**config.mk**
```make
export PLATFORM = sky130hd
export DESIGN_NAME = stream_mux_rr
export DESIGN_NICKNAME = d
export VERILOG_FILES = /design/src/rtl/stream_mux_rr.sv
export SDC_FILE = /design/constraint.sdc
export NUM_CORES = 1
export LEC_CHECK = 0
export CAP_MARGIN = 20
export CORE_ASPECT_RATIO = 0.8
export CORE_MARGIN = 2
export CORE_UTILIZATION = 35
export CTS_CLUSTER_SIZE = 16
export DETAILED_ROUTE_END_ITERATION = 16
export DONT_BUFFER_PORTS = 1
export HOLD_SLACK_MARGIN = 0.1
export PLACE_DENSITY_LB_ADDON = 0.08
export SYNTH_ARGS = -nofsm -noshare
export SYNTH_HDL_FRONTEND = slang
export SYNTH_SLANG_ARGS = --single-unit
```
**constraint.sdc**
```tcl
create_clock -name clk -period 2.55 [get_ports clk]
set_input_delay 0.255 -clock clk [delete_from_list [all_inputs] [get_ports clk]]
set_output_delay 0.255 -clock clk [all_outputs]
set_load 0.005 [all_outputs]
```
**src/rtl/stream_mux_rr.sv**
```systemverilog
// rtl/stream_mux_rr.sv - N:1 valid/ready stream mux, fixed-select or round-robin, registered output
module stream_mux_rr #(
    parameter int WIDTH = 32,
    parameter int N_IN  = 4,
    parameter int SEL_W = 2
) (
    input  logic                  clk,
    input  logic                  reset,
    input  logic [N_IN-1:0]       in_valid,
    input  logic [N_IN*WIDTH-1:0] in_data,
    output logic [N_IN-1:0]       in_ready,
    input  logic [SEL_W-1:0]      sel,
    input  logic                  rr_en,
    output logic                  out_valid,
    output logic [WIDTH-1:0]      out_data,
    output logic [SEL_W-1:0]      out_sel,
    input  logic                  out_ready
);

    logic             out_valid_q, out_valid_d;
    logic [WIDTH-1:0] out_data_q,  out_data_d;
    logic [SEL_W-1:0] out_sel_q,   out_sel_d;
    logic [SEL_W-1:0] rr_ptr_q,    rr_ptr_d;

    logic             load_ok;
    logic             fix_found;
    logic             rr_found;
    logic [SEL_W-1:0] rr_grant;
    logic [SEL_W-1:0] rr_idx;
    logic             grant_valid;
    logic [SEL_W-1:0] grant;
    logic             xfer;

    assign load_ok   = !out_valid_q || out_ready;
    assign fix_found = (int'(sel) < N_IN) && in_valid[sel];

    // First valid channel at or after rr_ptr, wrapping modulo N_IN.
    always_comb begin
        rr_found = 1'b0;
        rr_grant = '0;
        rr_idx   = '0;
        for (int k = 0; k < N_IN; k++) begin
            rr_idx = SEL_W'((int'(rr_ptr_q) + k) % N_IN);
            if (!rr_found && in_valid[rr_idx]) begin
                rr_found = 1'b1;
                rr_grant = rr_idx;
            end
        end
    end

    always_comb begin
        grant_valid = rr_en ? rr_found : fix_found;
        grant       = rr_en ? rr_grant : sel;
        xfer        = grant_valid && load_ok && !reset;
    end

    always_comb begin
        in_ready = '0;
        if (xfer) begin
            in_ready[grant] = 1'b1;
        end
    end

    always_comb begin
        out_valid_d = out_valid_q;
        out_data_d  = out_data_q;
        out_sel_d   = out_sel_q;
        rr_ptr_d    = rr_ptr_q;
        if (xfer) begin
            out_valid_d = 1'b1;
            out_data_d  = in_data[grant*WIDTH +: WIDTH];
            out_sel_d   = grant;
            if (rr_en) begin
                rr_ptr_d = (int'(grant) == N_IN - 1) ? '0 : grant + SEL_W'(1);
            end
        end else if (out_ready) begin
            out_valid_d = 1'b0;
        end
    end

    always_ff @(posedge clk) begin
        if (reset) begin
            out_valid_q <= 1'b0;
            out_data_q  <= '0;
            out_sel_q   <= '0;
            rr_ptr_q    <= '0;
        end else begin
            out_valid_q <= out_valid_d;
            out_data_q  <= out_data_d;
            out_sel_q   <= out_sel_d;
            rr_ptr_q    <= rr_ptr_d;
        end
    end

    assign out_valid = out_valid_q;
    assign out_data  = out_data_q;
    assign out_sel   = out_sel_q;

endmodule

```
==> run summary <==
Run status -> finished clean
Clock Tree Buf Depth -> 2
Core ar. -> 0.00703 mm²
Setup TNS -> 0 ns
Most frequent cells after synthesis -> mux2i_1, dfxtp_1, nand3b_1, o221ai_2, buf_2
Final Cycle Share -> 0.944
Fin nets -> 359
FP Rows -> 27
Gate Count Post-Synth -> 229
Vias in the first global route -> 1974
Total grt overflow -> 0
F_max -> 415 MHz
Mapped Area -> 0.00258 mm²
Leakage -> 1.01 nW
Slew Viols, Final -> 0
Tot GR Track Use -> 0.161
Yosys Warn Count -> 0
Post-CTS Setup Bufs -> 0
FF+latch count, synth -> 37
Arr. time, crit path -> 2.15 ns
Layout area overhead -> 4.70%
RSZ-0062 raised after global routing -> false
Non-Filler Instances -> 308
Largest net degree at the start of global routing -> 39
Final clock skew -> 0.0116 ns
Cts bufs inserted -> 5
Min-delay worst type -> primary input to flop
DIE WIDTH -> 100 µm
Final min period -> 2.41 ns
Worst skew pair latency -> 0.29 ns
Worst Setup End Kind -> primary output
Layout cells sized above 1 -> 0.244
Die height -> 80.8 µm
Worst setup SP type -> flop
Vias/cell -> 6.17
GPL Wtd Cong -> 0.772
Max-cap viol count -> 0
First-pass GRT wire length -> 10100 µm
Post-route ant nets -> 0
Fin. Hold Viols -> 0
ANT cells -> 0
Synth Flop Type -> dfxtp_1
Ys async rst share -> 0
Final setup viols -> 0
Worst vdd ir -> 0.000207 V
Top-Level Pins -> 177
Top-count cell post-synth -> mux2i_1
Syn_nets -> 368
Post-Syn Area per Cell -> 11.3 µm²
Required time worst endpoint -> 2.30 ns
Synth area leader -> dfxtp_1
First DRT Iteration DRCs -> 54
1st-pass router iterations -> 4
PwrDens -> 627 mW/mm²
Wirelength, routed -> 6650 µm
Residual DRC count -> 0
Initial antenna violation count -> 0
Seq/Total Area, Yosys -> 0.287
Post-synth EDFFs -> 0
CTS Sinks -> 37
Dpl hpwl -> 4820 µm
Die ar. -> 0.00809 mm²
Crit-path max FO -> 12
Synth cell types -> 35
R2r setup slk -> 0.38 ns
Top cell type's share of synthesized area -> 0.287
DP Cell Count -> 299
Vias -> 1900
Initial Utilization -> 0.368
Worst slew pin tran -> 0.711 ns
Slew margin rel. -> 0.525
H-tree depth -> 2
Critical path class -> flop to primary output
Worst-path clk slew -> 0.09 ns
CTS root buffer -> clkbuf_8
Dominant cells by area after synthesis -> dfxtp_1, mux2i_1, o221ai_2, nand3b_1, buf_6
CTS tree -> built
PortBufs -> 0
# resized after CTS -> 0
Routed len/inst -> 21.6 µm
-- worst paths after layout --
path | from | endpoint | cells past startpoint
setup reg to reg | rr_ptr_q[0] | out_data[2] | 6
hold reg to reg | out_data[25] | out_data[25] | 2
hold / removal | reset | out_data[20] | 2
setup / recovery | rr_ptr_q[0] | in_ready[3] | 5
-- cell type report --
class	count	area [µm²]
flip-flops and latches	37	741
clock inverters	3	46.3
clock buffers	5	68.8
multi-input cells	167	1650
fillers	680	4320
well taps	87	109
repair buffers	7	80.1
inverters	2	7.51
-- metal layers --
metal / GRT usage / vias up / part of all wire
met1: 0.176 / 902 / 0.39
met3: 0.0525 / 5 / 0.085
met4: 0.0452 / 0 / 0.0083
met2: 0.302 / 105 / 0.52
li1: - / 888 / -
met5: 0 / - / 0
-- metrics by stage --
stage	total power [mW]	util	hold WS (ns)	worst slack [ns]	area, µm²
after global placement	1.18	0.367	0.330	0.434	2580
after CTS	1.73	0.385	0.165	0.0739	2700
after global routing	1.80	0.385	0.163	0.0228	2700
after detailed placement	1.20	0.367	0.331	0.349	2580
final	1.70	0.385	0.184	0.143	2700
after floorplan	1.13	-	0.473	0.624	2580
-- placed cells by master (no fill, tap or decap), types with 4 or more instances in the layout --
master	count
buf_4	4
nor2_1	7
o221ai_2	30
nand3b_1	32
mux2i_1	67
dfxtp_1	37
clkbuf_8	5
-- worst max-delay path, cell delays in order (launching register included) --
cell and delay [ns]:
dfxtp_1 0.42, nor2b_1 0.07, o211a_1 0.25, nor3_4 0.56, ha_1 0.28, nor3b_1 0.28
-- what timing repair did --
| action | in CTS | in global routing |
|---|---|---|
| hold buffers | 1 | 0 |
| endpoints found under the hold margin | 5 | 0 |
| endpoints found under the setup margin | 0 | 1 |
-- flip-flops by register name, summed over array words and instances, names as in the netlist --
signal / count
out_valid: 1
out_data: 32
rr_ptr_q: 2
out_sel: 2
-- power breakdown --
group | total (mW) | internal (mW) | switching [mW]
registers | 0.732 | 0.659 | 0.0726
logic | 0.447 | 0.214 | 0.233
clock network | 0.516 | 0.293 | 0.224
total | 1.70 | 1.17 | 0.529
-- kinds of logic (layout without fill, tap and decap cells) --
kind of cell    Yosys count  in the layout  share of synthesized area
mux                      69             69                      0.273
simple gates             56             56                      0.151
compound gates           41             41                      0.210
flops                    37             37                      0.287
buf+inv                  25             17                     0.0741
fa+ha+maj                 1              1                    0.00484
Note: power is estimated with default switching activity, not from simulation.
